`src/rtl/gnn_0_example_bias_pkg.sv`:
```
// Shared types and constants for the bias bank loader: FSM states, instruction layout, error codes.
package gnn_0_example_bias_pkg;

    localparam int unsigned INST_W     = 96;
    localparam int unsigned FIELD_W    = 16;
    localparam int unsigned BANK_SEL_W = 4;

    // Bit positions of the instruction fields
    localparam int unsigned BANK_SEL_LSB   = 24;
    localparam int unsigned BUF_START_LSB  = 32;
    localparam int unsigned BEAT_LEN_LSB   = 48;
    localparam int unsigned DRAM_START_LSB = 64;
    localparam int unsigned BYTE_LEN_LSB   = 80;

    localparam logic [1:0] ERR_NONE       = 2'b00;
    localparam logic [1:0] ERR_BANK       = 2'b01;
    localparam logic [1:0] ERR_EARLY_LAST = 2'b10;
    localparam logic [1:0] ERR_DRAIN      = 2'b11;

    typedef enum logic [2:0] {
        ST_IDLE,
        ST_DECODE,
        ST_ISSUE,
        ST_STREAM,
        ST_DONE
    } state_t;

    typedef struct packed {
        logic [FIELD_W-1:0]    byte_len;
        logic [FIELD_W-1:0]    dram_start;
        logic [FIELD_W-1:0]    beat_len;
        logic [FIELD_W-1:0]    buf_start;
        logic [3:0]            rsvd_hi;
        logic [BANK_SEL_W-1:0] bank_sel;
        logic [23:0]           rsvd_lo;
    } bias_inst_t;

endpackage

```
`src/rtl/gnn_0_example_bias_bank_loader_if.sv`:
```
// Read-master control, AXI4-Stream beat and bias-bank write signals of the loader.
interface gnn_0_example_bias_bank_loader_if #(
    parameter int unsigned C_M_AXI_ADDR_WIDTH = 64,
    parameter int unsigned C_M_AXI_DATA_WIDTH = 512,
    parameter int unsigned C_XFER_SIZE_WIDTH  = 32,
    parameter int unsigned NUM_BANKS          = 4,
    parameter int unsigned BUF_ADDR_WIDTH     = 9
);
    logic                          rd_start;
    logic                          rd_done;
    logic [C_M_AXI_ADDR_WIDTH-1:0] rd_addr;
    logic [C_XFER_SIZE_WIDTH-1:0]  rd_size;
    logic                          s_tvalid;
    logic                          s_tready;
    logic                          s_tlast;
    logic [C_M_AXI_DATA_WIDTH-1:0] s_tdata;
    logic [NUM_BANKS-1:0]          buf_wr_valid;
    logic [BUF_ADDR_WIDTH-1:0]     buf_wr_addr;
    logic [C_M_AXI_DATA_WIDTH-1:0] buf_wr_data;

    modport master (
        output rd_start, rd_addr, rd_size, s_tready, buf_wr_valid, buf_wr_addr, buf_wr_data,
        input  rd_done, s_tvalid, s_tlast, s_tdata
    );

    modport slave (
        input  rd_start, rd_addr, rd_size, s_tready, buf_wr_valid, buf_wr_addr, buf_wr_data,
        output rd_done, s_tvalid, s_tlast, s_tdata
    );
endinterface

```
`src/rtl/gnn_0_example_bias_bank_wr.sv`:
```
// Registered bank write stage: wraps the address at bank depth and one-hot decodes the bank, masking invalid banks.
module gnn_0_example_bias_bank_wr
    import gnn_0_example_bias_pkg::*;
#(
    parameter int unsigned C_M_AXI_DATA_WIDTH = 512,
    parameter int unsigned NUM_BANKS          = 4,
    parameter int unsigned BUF_ADDR_WIDTH     = 9
) (
    input  logic                          kernel_clk,
    input  logic                          kernel_rst_n,
    input  logic                          wr_en,
    input  logic [BANK_SEL_W-1:0]         bank_sel,
    input  logic [BUF_ADDR_WIDTH-1:0]     base,
    input  logic [BUF_ADDR_WIDTH-1:0]     offset,
    input  logic [C_M_AXI_DATA_WIDTH-1:0] data,
    output logic [NUM_BANKS-1:0]          wr_valid,
    output logic [BUF_ADDR_WIDTH-1:0]     wr_addr,
    output logic [C_M_AXI_DATA_WIDTH-1:0] wr_data
);
    logic                 bank_ok_c;
    logic [NUM_BANKS-1:0] onehot_c;

    assign bank_ok_c = (32'(bank_sel) < NUM_BANKS);
    assign onehot_c  = bank_ok_c ? (NUM_BANKS'(1) << bank_sel) : '0;

    // Address sum is naturally modulo the bank depth
    always_ff @(posedge kernel_clk or negedge kernel_rst_n) begin
        if (!kernel_rst_n) begin
            wr_valid <= '0;
            wr_addr  <= '0;
            wr_data  <= '0;
        end else begin
            wr_valid <= wr_en ? onehot_c : '0;
            if (wr_en) begin
                wr_addr <= base + offset;
                wr_data <= data;
            end
        end
    end
endmodule

```
`src/rtl/gnn_0_example_bias_bank_loader.sv`:
```
// Bias bank loader: decodes a load instruction, launches the DRAM read and steers stream beats into one bias bank.
// Optional error reporting (err/err_code) is built when BIAS_BANK_LOADER_CHECK_EN is defined.
module gnn_0_example_bias_bank_loader
    import gnn_0_example_bias_pkg::*;
#(
    parameter int unsigned C_M_AXI_ADDR_WIDTH = 64,
    parameter int unsigned C_M_AXI_DATA_WIDTH = 512,
    parameter int unsigned C_XFER_SIZE_WIDTH  = 32,
    parameter int unsigned BIAS_INST_LENGTH   = 96,
    parameter int unsigned NUM_BANKS          = 4,
    parameter int unsigned BUF_ADDR_WIDTH     = 9
) (
    input  logic                          kernel_clk,
    input  logic                          kernel_rst_n,
    input  logic                          ap_start,
    output logic                          ap_done,
    output logic                          busy,
    input  logic [C_M_AXI_ADDR_WIDTH-1:0] ctrl_addr_offset,
    input  logic [BIAS_INST_LENGTH-1:0]   ctrl_instruction,
`ifdef BIAS_BANK_LOADER_CHECK_EN
    output logic                          err,
    output logic [1:0]                    err_code,
`endif
    gnn_0_example_bias_bank_loader_if.master bus
);
    bias_inst_t                inst_c;
    state_t                    state_q, state_d;
    logic [BANK_SEL_W-1:0]     bank_sel_q;
    logic [BUF_ADDR_WIDTH-1:0] buf_start_q;
    logic [BUF_ADDR_WIDTH-1:0] offset_c;
    logic [FIELD_W-1:0]        beat_len_q;
    logic [FIELD_W-1:0]        count_q, count_d;
    logic                      done_seen_q, done_seen_d;
    logic                      rd_start_d, ap_done_d, busy_d, tready_d;
    logic                      accept_c, hs_c, wr_en_c;
    logic                      unused_c;

    assign inst_c   = bias_inst_t'(ctrl_instruction);
    assign accept_c = (state_q == ST_IDLE) && ap_start;
    assign hs_c     = bus.s_tvalid && bus.s_tready;
    assign wr_en_c  = hs_c && (count_q < beat_len_q);
    assign offset_c = BUF_ADDR_WIDTH'(count_q);
    assign unused_c = ^{inst_c.rsvd_hi, inst_c.rsvd_lo, bus.s_tlast};

    // Latch the instruction fields and read request when an instruction is accepted
    always_ff @(posedge kernel_clk or negedge kernel_rst_n) begin
        if (!kernel_rst_n) begin
            bank_sel_q  <= '0;
            buf_start_q <= '0;
            beat_len_q  <= '0;
            bus.rd_addr <= '0;
            bus.rd_size <= '0;
        end else if (accept_c) begin
            bank_sel_q  <= inst_c.bank_sel;
            buf_start_q <= BUF_ADDR_WIDTH'(inst_c.buf_start);
            beat_len_q  <= inst_c.beat_len;
            bus.rd_addr <= ctrl_addr_offset + C_M_AXI_ADDR_WIDTH'(inst_c.dram_start);
            bus.rd_size <= C_XFER_SIZE_WIDTH'(inst_c.byte_len);
        end
    end

    // Next state; rd_done is sticky so it may arrive before or after the final beat
    always_comb begin
        state_d     = state_q;
        count_d     = count_q;
        done_seen_d = done_seen_q;
        unique case (state_q)
            ST_IDLE: begin
                if (ap_start) begin
                    state_d     = ST_DECODE;
                    count_d     = '0;
                    done_seen_d = 1'b0;
                end
            end
            ST_DECODE: state_d = (beat_len_q == '0) ? ST_DONE : ST_ISSUE;
            ST_ISSUE:  state_d = ST_STREAM;
            ST_STREAM: begin
                if (wr_en_c)     count_d     = count_q + FIELD_W'(1);
                if (bus.rd_done) done_seen_d = 1'b1;
                if ((count_q == beat_len_q) && (done_seen_q || bus.rd_done)) state_d = ST_DONE;
            end
            ST_DONE:   state_d = ST_IDLE;
            default:   state_d = ST_IDLE;
        endcase
        rd_start_d = (state_d == ST_ISSUE);
        ap_done_d  = (state_d == ST_DONE);
        busy_d     = (state_d != ST_IDLE);
        tready_d   = (state_d == ST_STREAM);
    end

    always_ff @(posedge kernel_clk or negedge kernel_rst_n) begin
        if (!kernel_rst_n) begin
            state_q      <= ST_IDLE;
            count_q      <= '0;
            done_seen_q  <= 1'b0;
            bus.rd_start <= 1'b0;
            ap_done      <= 1'b0;
            busy         <= 1'b0;
            bus.s_tready <= 1'b0;
        end else begin
            state_q      <= state_d;
            count_q      <= count_d;
            done_seen_q  <= done_seen_d;
            bus.rd_start <= rd_start_d;
            ap_done      <= ap_done_d;
            busy         <= busy_d;
            bus.s_tready <= tready_d;
        end
    end

    gnn_0_example_bias_bank_wr #(
        .C_M_AXI_DATA_WIDTH(C_M_AXI_DATA_WIDTH),
        .NUM_BANKS         (NUM_BANKS),
        .BUF_ADDR_WIDTH    (BUF_ADDR_WIDTH)
    ) u_bank_wr (
        .kernel_clk  (kernel_clk),
        .kernel_rst_n(kernel_rst_n),
        .wr_en       (wr_en_c),
        .bank_sel    (bank_sel_q),
        .base        (buf_start_q),
        .offset      (offset_c),
        .data        (bus.s_tdata),
        .wr_valid    (bus.buf_wr_valid),
        .wr_addr     (bus.buf_wr_addr),
        .wr_data     (bus.buf_wr_data)
    );

`ifdef BIAS_BANK_LOADER_CHECK_EN
    logic bank_ok_c;
    assign bank_ok_c = (32'(bank_sel_q) < NUM_BANKS);

    // First error of a transfer is kept until the next accepted instruction
    always_ff @(posedge kernel_clk or negedge kernel_rst_n) begin
        if (!kernel_rst_n) begin
            err      <= 1'b0;
            err_code <= ERR_NONE;
        end else if (accept_c) begin
            err      <= 1'b0;
            err_code <= ERR_NONE;
        end else if (!err) begin
            if ((state_q == ST_DECODE) && !bank_ok_c) begin
                err      <= 1'b1;
                err_code <= ERR_BANK;
            end else if (wr_en_c && bus.s_tlast && ((count_q + FIELD_W'(1)) < beat_len_q)) begin
                err      <= 1'b1;
                err_code <= ERR_EARLY_LAST;
            end else if (hs_c && !wr_en_c) begin
                err      <= 1'b1;
                err_code <= ERR_DRAIN;
            end
        end
    end
`endif

endmodule

```
`src/flat_wrapper.sv`:
```
// flat-port wrapper written by rule: the top's interface ports become plain ports
module gnn_0_example_bias_bank_loader_flat import gnn_0_example_bias_pkg::*;
#(
    parameter int unsigned C_M_AXI_ADDR_WIDTH = 64,
    parameter int unsigned C_M_AXI_DATA_WIDTH = 512,
    parameter int unsigned C_XFER_SIZE_WIDTH  = 32,
    parameter int unsigned BIAS_INST_LENGTH   = 96,
    parameter int unsigned NUM_BANKS          = 4,
    parameter int unsigned BUF_ADDR_WIDTH     = 9
)
  (kernel_clk, kernel_rst_n, ap_start, ap_done, busy, ctrl_addr_offset, ctrl_instruction, bus_rd_start, bus_rd_addr, bus_rd_size, bus_s_tready, bus_buf_wr_valid, bus_buf_wr_addr, bus_buf_wr_data, bus_rd_done, bus_s_tvalid, bus_s_tlast, bus_s_tdata);
  gnn_0_example_bias_bank_loader_if #(.C_M_AXI_ADDR_WIDTH(C_M_AXI_ADDR_WIDTH), .C_M_AXI_DATA_WIDTH(C_M_AXI_DATA_WIDTH), .C_XFER_SIZE_WIDTH(C_XFER_SIZE_WIDTH), .NUM_BANKS(NUM_BANKS), .BUF_ADDR_WIDTH(BUF_ADDR_WIDTH)) bus_i ();
  input  logic kernel_clk;
  input  logic kernel_rst_n;
  input  logic ap_start;
  output logic ap_done;
  output logic busy;
  input  logic [C_M_AXI_ADDR_WIDTH-1:0] ctrl_addr_offset;
  input  logic [BIAS_INST_LENGTH-1:0] ctrl_instruction;
  output wire logic [$bits(bus_i.rd_start)-1:0] bus_rd_start;
  output wire logic [$bits(bus_i.rd_addr)-1:0] bus_rd_addr;
  output wire logic [$bits(bus_i.rd_size)-1:0] bus_rd_size;
  output wire logic [$bits(bus_i.s_tready)-1:0] bus_s_tready;
  output wire logic [$bits(bus_i.buf_wr_valid)-1:0] bus_buf_wr_valid;
  output wire logic [$bits(bus_i.buf_wr_addr)-1:0] bus_buf_wr_addr;
  output wire logic [$bits(bus_i.buf_wr_data)-1:0] bus_buf_wr_data;
  input wire logic [$bits(bus_i.rd_done)-1:0] bus_rd_done;
  input wire logic [$bits(bus_i.s_tvalid)-1:0] bus_s_tvalid;
  input wire logic [$bits(bus_i.s_tlast)-1:0] bus_s_tlast;
  input wire logic [$bits(bus_i.s_tdata)-1:0] bus_s_tdata;
  assign bus_rd_start = bus_i.rd_start;
  assign bus_rd_addr = bus_i.rd_addr;
  assign bus_rd_size = bus_i.rd_size;
  assign bus_s_tready = bus_i.s_tready;
  assign bus_buf_wr_valid = bus_i.buf_wr_valid;
  assign bus_buf_wr_addr = bus_i.buf_wr_addr;
  assign bus_buf_wr_data = bus_i.buf_wr_data;
  assign bus_i.rd_done = bus_rd_done;
  assign bus_i.s_tvalid = bus_s_tvalid;
  assign bus_i.s_tlast = bus_s_tlast;
  assign bus_i.s_tdata = bus_s_tdata;
  gnn_0_example_bias_bank_loader #(.C_M_AXI_ADDR_WIDTH(C_M_AXI_ADDR_WIDTH), .C_M_AXI_DATA_WIDTH(C_M_AXI_DATA_WIDTH), .C_XFER_SIZE_WIDTH(C_XFER_SIZE_WIDTH), .BIAS_INST_LENGTH(BIAS_INST_LENGTH), .NUM_BANKS(NUM_BANKS), .BUF_ADDR_WIDTH(BUF_ADDR_WIDTH)) u_core (.kernel_clk(kernel_clk), .kernel_rst_n(kernel_rst_n), .ap_start(ap_start), .ap_done(ap_done), .busy(busy), .ctrl_addr_offset(ctrl_addr_offset), .ctrl_instruction(ctrl_instruction), .bus(bus_i));
endmodule
```
`config.mk`:
```
export PLATFORM = sky130hd
export DESIGN_NAME = gnn_0_example_bias_bank_loader_flat
export DESIGN_NICKNAME = d
export VERILOG_FILES = /design/src/rtl/gnn_0_example_bias_pkg.sv /design/src/rtl/gnn_0_example_bias_bank_loader_if.sv /design/src/rtl/gnn_0_example_bias_bank_wr.sv /design/src/rtl/gnn_0_example_bias_bank_loader.sv /design/src/flat_wrapper.sv
export SDC_FILE = /design/constraint.sdc
export NUM_CORES = 1
export LEC_CHECK = 0
export CAP_MARGIN = 30
export CORE_AREA = 4 4 498 500
export CTS_CLUSTER_SIZE = 12
export DETAILED_ROUTE_END_ITERATION = 10
export DIE_AREA = 0 0 502 504
export DONT_BUFFER_PORTS = 1
export SETUP_SLACK_MARGIN = 0.4
export SLEW_MARGIN = 5
export SYNTH_ARGS = -nofsm -noshare
export SYNTH_HDL_FRONTEND = slang
export SYNTH_HIERARCHICAL = 1
export SYNTH_SLANG_ARGS = --single-unit
```
`constraint.sdc`:
```
create_clock -name kernel_clk -period 2.6 [get_ports kernel_clk]
set_input_delay 0.39 -clock kernel_clk [delete_from_list [all_inputs] [get_ports kernel_clk]]
set_output_delay 0.39 -clock kernel_clk [all_outputs]
set_load 0.01 [all_outputs]
```
* After elaboration in Yosys (flattened, before gate mapping)
Index checks and enable logic that the tools add are counted.
** Storage, ports and cells
- Register bits after elaboration :: 658
- Input port bits :: 678
- Logic and storage cells :: 54
** Cells by class
- $add $sub $neg :: 3
- Order comparisons :: 2
- Equal/unequal tests :: 10
- Shift operators :: 1
- Mux-type cells :: 12
- Reductions and logical operators :: 11
** Operator list (count)
- $add 64x16->64 :: 1
- $mux 16 :: 2
- $pmux 16 s2 :: 1
- $add 16x1->16 const B :: 1
- $eq 16x16->1 :: 1
- $logic_not 16->1 :: 1
- $lt 16x16->1 :: 1
- $eq 3x2->1 const B :: 4
- $pmux 3 s4 :: 1
- $add 9x9->9 :: 1
- $mux 3 :: 3
- $mux 4 :: 2
- $ne 2x2->1 const B :: 3
- $reduce_and 3->1 :: 2
- $logic_and 1x1->1 :: 4
- $lt 4x3->1 const B :: 1
- $shl 1x4->4 const A :: 1
- $eq 3x1->1 const B :: 1
- $eq 3x3->1 const B :: 1
- $logic_not 3->1 :: 1
- $reduce_bool 3->1 :: 1
- $mux 1 :: 2
- $pmux 1 s2 :: 1
- $reduce_bool 2->1 :: 1
- $logic_or 1x1->1 :: 1

* Longest topological paths before layout
Gate-level depths: netlist (run 1).
- Depth after elaboration :: 5
- Depth in mapped cells :: 14

* By module
The synthesis (run 1) kept the hierarchy.
** By module, submodules not included
- gnn_0_example_bias_bank_wr :: instances 1, cells each 1161, area each 19789.0 sq um, seq. area each 13137.6 sq um
- gnn_0_example_bias_bank_loader :: instances 1, cells each 894, area each 7661.1 sq um, seq. area each 3328.2 sq um

* Worst setup path after synthesis (run 1)
Ideal clock, no wire load.
- Path type :: in2reg
- Start :: in ctrl_addr_offset[0]
- End :: reg u_core.bus.rd_addr[48]
- Setup time :: 124 ps
- Arrival :: 2878 ps
- Data required time :: 2476 ps
- Setup slack :: -402 ps
- Stages :: 11
- Buffers on the path :: 2
- Cells stage by stage :: ha_1 -> fa_1 -> a211oi_1 -> nor4_1 -> nor4_1 -> o31a_1 -> or4_1 -> buf_2 -> clkbuf_1 -> nor4_1 -> o31a_1
** On the way
- Word-level cells in the longest chain between the ends :: 1
** RTL lines
- start: declaration :: line flat_wrapper.sv:18 : input logic [C_M_AXI_ADDR_WIDTH-1:0] ctrl_addr_offset;
- $add 64x16->64 :: line gnn_0_example_bias_bank_loader.sv:57 : bus.rd_addr <= ctrl_addr_offset + C_M_AXI_ADDR_WIDTH'(inst_c.dram_start);
- end signal: assignment :: line gnn_0_example_bias_bank_loader.sv:57
- end: declaration :: line gnn_0_example_bias_bank_loader_if.sv:22 : output rd_start, rd_addr, rd_size, s_tready, buf_wr_valid, buf_wr_addr, buf_wr_data,
Every way passes these cells.
A chain may end at the register's enable or synchronous reset.

* Worst setup path after layout (run 1)
- Start :: reg u_core.beat_len_q[13]
- End :: reg u_core.u_bank_wr.wr_data[255]
** On the way
- Word-level cells in the longest chain between the ends :: 2
** RTL lines
- start: declaration :: line gnn_0_example_bias_bank_loader.sv:31 : logic [FIELD_W-1:0] beat_len_q;
- start signal: assignment :: line gnn_0_example_bias_bank_loader.sv:56 : beat_len_q <= inst_c.beat_len;
- $lt 16x16->1 :: line gnn_0_example_bias_bank_loader.sv:41 : assign wr_en_c = hs_c && (count_q < beat_len_q);
- $logic_and 1x1->1 :: line gnn_0_example_bias_bank_loader.sv:41
- net u_core.wr_en_c :: line gnn_0_example_bias_bank_loader.sv:35 : logic accept_c, hs_c, wr_en_c;
- end signal: assignment :: line gnn_0_example_bias_bank_wr.sv:36 : wr_data <= data;
- end: declaration :: line gnn_0_example_bias_bank_wr.sv:18 : output logic [C_M_AXI_DATA_WIDTH-1:0] wr_data
The timed path passes the listed nets, and every way through them passes these cells.

==> impl_metrics.yaml, run 1 <==
run_status:
  status: "finished, violations left"
  violations: "negative hold slack, negative setup slack"
floorplan:
  initial_utilization_pct: 11.3
  rows: 181
  die_h_um: 504
  die_w_um: 502
  num_io_pins: 1303
  core_mm2: 0.243
  die_area_mm2: 0.253
yosys:
  yosysTopAreaCell: "dfrtp_1"
  synthFlopType: "dfrtp_1"
  ys_types: 58
  synth-edff-count: 0
  synth_top_area_share_pct: 60.0
  synthTopCellsByArea: "dfrtp_1 (60%), mux2_2 (21%), nand2_1 (3.0%)"
  syn_inst: 2055
  yosysWarnings: 6
  synthArstFlopShare_pct: 100
  ys_seq_area_share_pct: 60.0
  synth_commonest_cells: "dfrtp_1 (658), mux2_2 (516), nand2_1 (218)"
  syn_area_mm2: 0.0275
  synth-seq-cells: 658
  yosysMostFrequentCell: "dfrtp_1"
  synth.avg_cell_area_um2: 13.4
final_layout:
  fillCellCount: 26100
  utilization_pct: 18.3
  syn_to_final_growth_pct: 62.1
  drive_gt1_share_pct: 30.9
  nNetsFinal: 3593
  design_area_mm2: 0.0445
routing:
  ant_nets: 0
  vias: 21600
  drtIter0Drc: 1462
  viasPerCell: 3.49
  post_drt_wl_per_cell_um: 27.5
  dr.pass1.iters: 5
  drt_wl_total_um: 171000
  drc_errors: 0
cts:
  tritoncts: "done"
  htree_levels: 3
  ctsHoldBuffers: 610
  cts_buffers: 83
  cts_root_buffer: "clkbuf_16"
  clock_latency_ps: 690
  clk_pin_slew_worst_paths_ps: 60
  cts.sinks: 658
  clk_path_buf_depth: 3
sta:
  fin_skew_ps: 39.0
  maxSlewViolCount: 0
  setup_violations: 525
  worst_pin_slew_ps: 1060
  fin_crit_ps: 2930
  rsz0062_at_grt: "yes"
  timing.final.ws_setup_ps: -331
  maxSlewHeadroom_pct: 29.5
  timing.hold.ws_ps: -226
  final_hold_viol_count: 186
  fin_crit_sh_pct: 113
  max_freq_ghz: 0.341
critical_path:
  reg2reg_depth: 12
  reg2reg_to: "u_core/u_bank_wr/wr_data[255]$_DFFE_PN0P_"
  cpPeakStageDelay_ps: 390
  reg2reg_from: "u_core/beat_len_q[13]$_DFFE_PN0P_"
  slowest_stage: "dfrtp_1"
  crit_chain: "inv_2 > ha_4 > a21oi_2 > nor2b_1 > o21ai_1 > nand4b_1 > or2_4 > nor2_4 > buf_4 > buf_16 > clkbuf_16 > mux2_4"
  crit_type: "reg -> reg"
  crit_arrival_ps: 3500
  critPathRequiredTime_ps: 3170
  rrSetupSlack_ps: -330
  cp-startpoint: "u_core/beat_len_q[13]$_DFFE_PN0P_"
  crit_path_end_kind: "register"
  cp_top_family: "buffers and inverters"
  crit_buf_inv: 4
  crit_cells: 12
  worst_setup_path_start_kind: "register"
  cp_max_fo: 29
grt:
  antenna_found_initial: 171
  overflow: 0
  grt_start_max_net_pins: 659
  grt_pass1_vias: 22400
  grt_pass1_wl_um: 219000
  grt_util_all_layers_pct: 12.7
power:
  powerDensity_mw_per_mm2: 675
  finalPower_uw: 30000
  ir_drop_v: 0.000434
  p_leak_uw: 0.0192
place:
  gp_congestion: 0.918
  pre_cts_ws_ps: -460
  portBuffers: 0
  placedInstanceArea_mm2: 0.0341
  dpl.hpwl_um: 138000
worst_hold_path:
  hold_path.class: "in -> async"
flow_run:
  cap_violations: 0
==> sequential cells by signal, summed over array words and instances, names as in the netlist <==
register / count
u_core/bank_sel_q: 4
u_core/u_bank_wr/wr_addr: 9
u_core/bus.rd_addr: 64
u_core/bus.rd_size: 16
u_core/bus.s_tready: 1
u_core/done_seen_q: 1
u_core/state_q: 3
u_core/buf_start_q: 9
u_core/u_bank_wr/wr_valid: 4
u_core/u_bank_wr/wr_data: 512
u_core/beat_len_q: 16
u_core/bus.rd_start: 1
u_core/ap_done: 1
u_core/count_q: 16
u_core/busy: 1
==> layout make-up <==
type | instances | area (µm²) | area share (%)
Clock inverter | 29 | 442 | 0.993
Sequential cell | 658 | 16500 | 37.0
Antenna cell | 54 | 135 | 0.304
Inverter | 34 | 133 | 0.298
Tap cell | 3202 | 4010 | 9.01
Timing Repair Buffer | 837 | 8840 | 19.9
Clock buffer | 123 | 2380 | 5.35
Multi-Input combinational cell | 1258 | 12100 | 27.2
==> metal layers <==
layer | GRT usage, % | part of all wire [%] | up-vias
met5 | 0 | 0.41 | -
met1 | 12.6 | 34 | 10700
met4 | 4.65 | 4.4 | 112
met2 | 21.7 | 47 | 1336
li1 | - | - | 9034
met3 | 7.76 | 14 | 417
==> kinds of logic (layout without fill, tap and decap cells) <==
kind of cell | count (synthesis) | in the layout | share of synthesized area, %
other | 1 | 70 | 0.0137
xor gates and xnor gates | 46 | 46 | 1.47
DFF | 658 | 658 | 60.0
adders and majority gates | 43 | 43 | 2.01
muxes | 527 | 527 | 21.6
and+or+nand+nor | 418 | 418 | 7.11
AOI/OAI and AO/OA | 208 | 208 | 4.86
buffers and inverters | 154 | 1023 | 2.99
==> repair_timing <==
action / in CTS / in global routing
buffers inserted: 28 / 8
hold endpoints to repair: 1267 / 186
pin swaps: 9 / 14
gates resized for setup: 61 / 42
endpoints found under the setup margin: 546 / 573
cloned: 11 / 7
==> how the worst max path moves through the flow <==
stage | end | slack, ps
after global routing | u_core/count_q[11]$_DFFE_PN0P_ | -360
final | u_core/u_bank_wr/wr_data[255]$_DFFE_PN0P_ | -330
after global placement | u_core/bus.rd_addr[54]$_DFFE_PN0P_ | -470
after floorplan | u_core/bus.rd_addr[54]$_DFFE_PN0P_ | -170
after detailed placement | u_core/bus.rd_addr[54]$_DFFE_PN0P_ | -460
after CTS | u_core/u_bank_wr/wr_data[376]$_DFFE_PN0P_ | -280
==> metrics by stage <==
step | instances | TNS [ps] | hold slack, ps
floorplan | 2070 | -32180 | 94.4
global placement | 5321 | -125350 | 115
detailed placement | 5321 | -139660 | 115
CTS | 6122 | -102740 | -715
global route | 6181 | -148840 | -211
finish | 6195 | -106090 | -226
==> power by group <==
| part | switching [µW] | internal (µW) |
|---|---|---|
| registers | 2080 | 11300 |
| clock network | 5010 | 7110 |
| logic | 1920 | 2680 |
| total | 9000 | 21000 |
==> cell usage in the layout, fill, tap and decap left out, drive strengths merged, types with 30 or more instances in the layout <==
master,instances
a21oi,30
buf,221
clkbuf,129
dfrtp,658
diode,54
dlygate4sd3,610
ha,41
inv,44
mux2,516
nand2,218
nor2,50
o21ai,76
xnor2,30
Power figures use the tool's default switching activity.
==> inputs of run 2 (changes only) <==
- RECOVER_POWER: not set -> 50
==> run 2 against run 1 <==
Compared with the run above:
- the run ends with negative hold slack, max-slew violations, negative setup slack left
- register-to-register slack about the same
- clock-buffer cell count unchanged
- sequential share of layout area about the same
- sequential power about the same
- total power about the same
- core utilization about the same
- maximum frequency about the same
- largest power group unchanged
==> impl_metrics.yaml, run 2 (synthesized netlist as in run 1, its figures left out) <==
sta:
  rsz0062_at_grt: "yes"
  max_freq_ghz: 0.341
  setup_violations: 525
  worst_pin_slew_ps: 1550
  timing.final.ws_setup_ps: -332
  timing.hold.ws_ps: -231
  final_hold_viol_count: 186
  fin_crit_ps: 2930
  maxSlewViolCount: 166
  fin_crit_sh_pct: 113
  maxSlewHeadroom_pct: -3.56
  fin_skew_ps: 39.0
  finalSetupTns_ps: -106190
cts:
  clock_latency_ps: 690
  clk_path_buf_depth: 3
  cts_buffers: 83
  tritoncts: "done"
  clk_pin_slew_worst_paths_ps: 60
  ctsHoldBuffers: 610
  cts.sinks: 658
  cts_root_buffer: "clkbuf_16"
  htree_levels: 3
critical_path:
  reg2reg_depth: 12
  crit_path_end_kind: "register"
  cp_max_fo: 29
  critPathRequiredTime_ps: 3170
  crit_arrival_ps: 3500
  worst_setup_path_start_kind: "register"
  slowest_stage: "dfrtp_1"
  cpPeakStageDelay_ps: 390
  crit_type: "reg -> reg"
  reg2reg_to: "u_core/u_bank_wr/wr_data[255]$_DFFE_PN0P_"
  crit_chain: "inv_2 > ha_4 > a21oi_2 > nor2b_1 > o21ai_1 > nand4b_1 > or2_4 > nor2_4 > buf_4 > buf_16 > clkbuf_16 > mux2_4"
  rrSetupSlack_ps: -330
  reg2reg_from: "u_core/beat_len_q[13]$_DFFE_PN0P_"
routing:
  drtIter0Drc: 1462
  ant_nets: 0
  vias: 21600
  viasPerCell: 3.49
  drc_errors: 0
  post_drt_wl_per_cell_um: 27.5
  dr.pass1.iters: 5
  drt_wl_total_um: 171000
final_layout:
  fillCellCount: 26100
  regArea_mm2: 0.0165
  regMostFlops: "u_core/u_bank_wr/wr_data"
  final_common_cell: "dfrtp_1"
  drive_gt1_share_pct: 30.8
  layout_common_cells: "dfrtp_1 (658), dlygate4sd3_1 (610), mux2_4 (450)"
  syn_to_final_growth_pct: 61.9
  final_cells: 6195
  largest_registers: "u_core/u_bank_wr/wr_data (512), u_core/bus.rd_addr (64)"
  multi_input_area_mm2: 0.0121
  nNetsFinal: 3593
  largest_reg_flops: 512
  design_area_mm2: 0.0445
grt:
  grt_pass1_wl_um: 219000
  overflow: 0
  grt_pass1_vias: 22400
  grt_start_max_net_pins: 659
  grt_util_all_layers_pct: 12.7
  antenna_found_initial: 171
worst_hold_path:
  hold_path.class: "in -> async"
power:
  powerDensity_mw_per_mm2: 676
  p_leak_uw: 0.0192
  ir_drop_v: 0.000434
floorplan:
  num_io_pins: 1303
  die_w_um: 502
  initial_utilization_pct: 11.3
  die_area_mm2: 0.253
  rows: 181
  die_h_um: 504
  core_mm2: 0.243
run_status:
  status: "finished, violations left"
  violations: "negative hold slack, max-slew violations, negative setup slack"
place:
  gp_congestion: 0.918
  portBuffers: 0
  placedInstanceArea_mm2: 0.0341
  dpl.hpwl_um: 138000
  dpl.cell_count: 5321
flow_run:
  cap_violations: 0
## run 2: cell count changes in the layout (fill, tap and decap cells not counted)
cell / previous run / this run
buf_16: 22 / 20
buf_4: 143 / 142
buf_6: 20 / 22
clkbuf_1: 26 / 27
## run 2: per-stage QoR
stage	hold slack, ps	setup slack [ps]	utilization, %	power [µW]
floorplan	94.4	-168	-	14900
global placement	115	-473	14.0	16600
detailed placement	115	-460	14.0	16700
CTS	-715	-281	18.0	30300
global route	-217	-365	18.3	31300
finish	-231	-332	18.3	30000
## run 2: layout make-up
class	count	area share (%)
antenna	54	0.304
clock buffer	123	5.35
sequential	658	37.0
clock inverter	29	0.994
inverter	34	0.298
multi-input combinational	1258	27.2
tap	3202	9.01
timing repair buffer	837	19.8
## run 2: worst max-delay path by stage
stage	endpoint	cells after the start	slack, ps	start
2_1_floorplan	u_core/bus.rd_addr[54]$_DFFE_PN0P_	10	-170	ctrl_instruction[70]
3_3_place_gp	u_core/bus.rd_addr[54]$_DFFE_PN0P_	9	-470	ctrl_addr_offset[7]
5_1_grt	u_core/count_q[11]$_DFFE_PN0P_	12	-360	u_core/beat_len_q[13]$_DFFE_PN0P_
3_5_place_dp	u_core/bus.rd_addr[54]$_DFFE_PN0P_	9	-460	ctrl_addr_offset[7]
4_1_cts	u_core/u_bank_wr/wr_data[376]$_DFFE_PN0P_	15	-280	u_core/beat_len_q[1]$_DFFE_PN0P_
6_report	u_core/u_bank_wr/wr_data[255]$_DFFE_PN0P_	12	-330	u_core/beat_len_q[13]$_DFFE_PN0P_
## run 2: repair_timing
item	4_1_cts	5_1_grt
gates cloned	11	7
pin swaps	9	14
gates resized for setup	61	42
setup buffers	28	8
endpoints found under the setup margin	546	573
endpoints found under the hold margin	1267	186
## run 2: worst max-delay path, delay by kind of cell (launching register included)
family,cells,cell delay (ps)
and+or+nand+nor,4,730
DFF,1,390
adders and majority gates,1,210
muxes,1,300
buffers and inverters,4,730
AOI/OAI and AO/OA,2,230
## run 2: power breakdown
| group | total, µW | switching (µW) | internal, µW |
|---|---|---|---|
| Combinational | 4580 | 1910 | 2670 |
| Clock | 12100 | 5010 | 7110 |
| Sequential | 13300 | 2080 | 11300 |
| Total | 30000 | 9000 | 21000 |
## run 2: layer usage
metal | GRT usage, % | vias to the layer above | share of wire, %
li1 | - | 9035 | -
met1 | 12.6 | 10700 | 34
met2 | 21.7 | 1332 | 47
met3 | 7.76 | 415 | 14
met4 | 4.65 | 112 | 4.4
met5 | 0 | - | 0.41
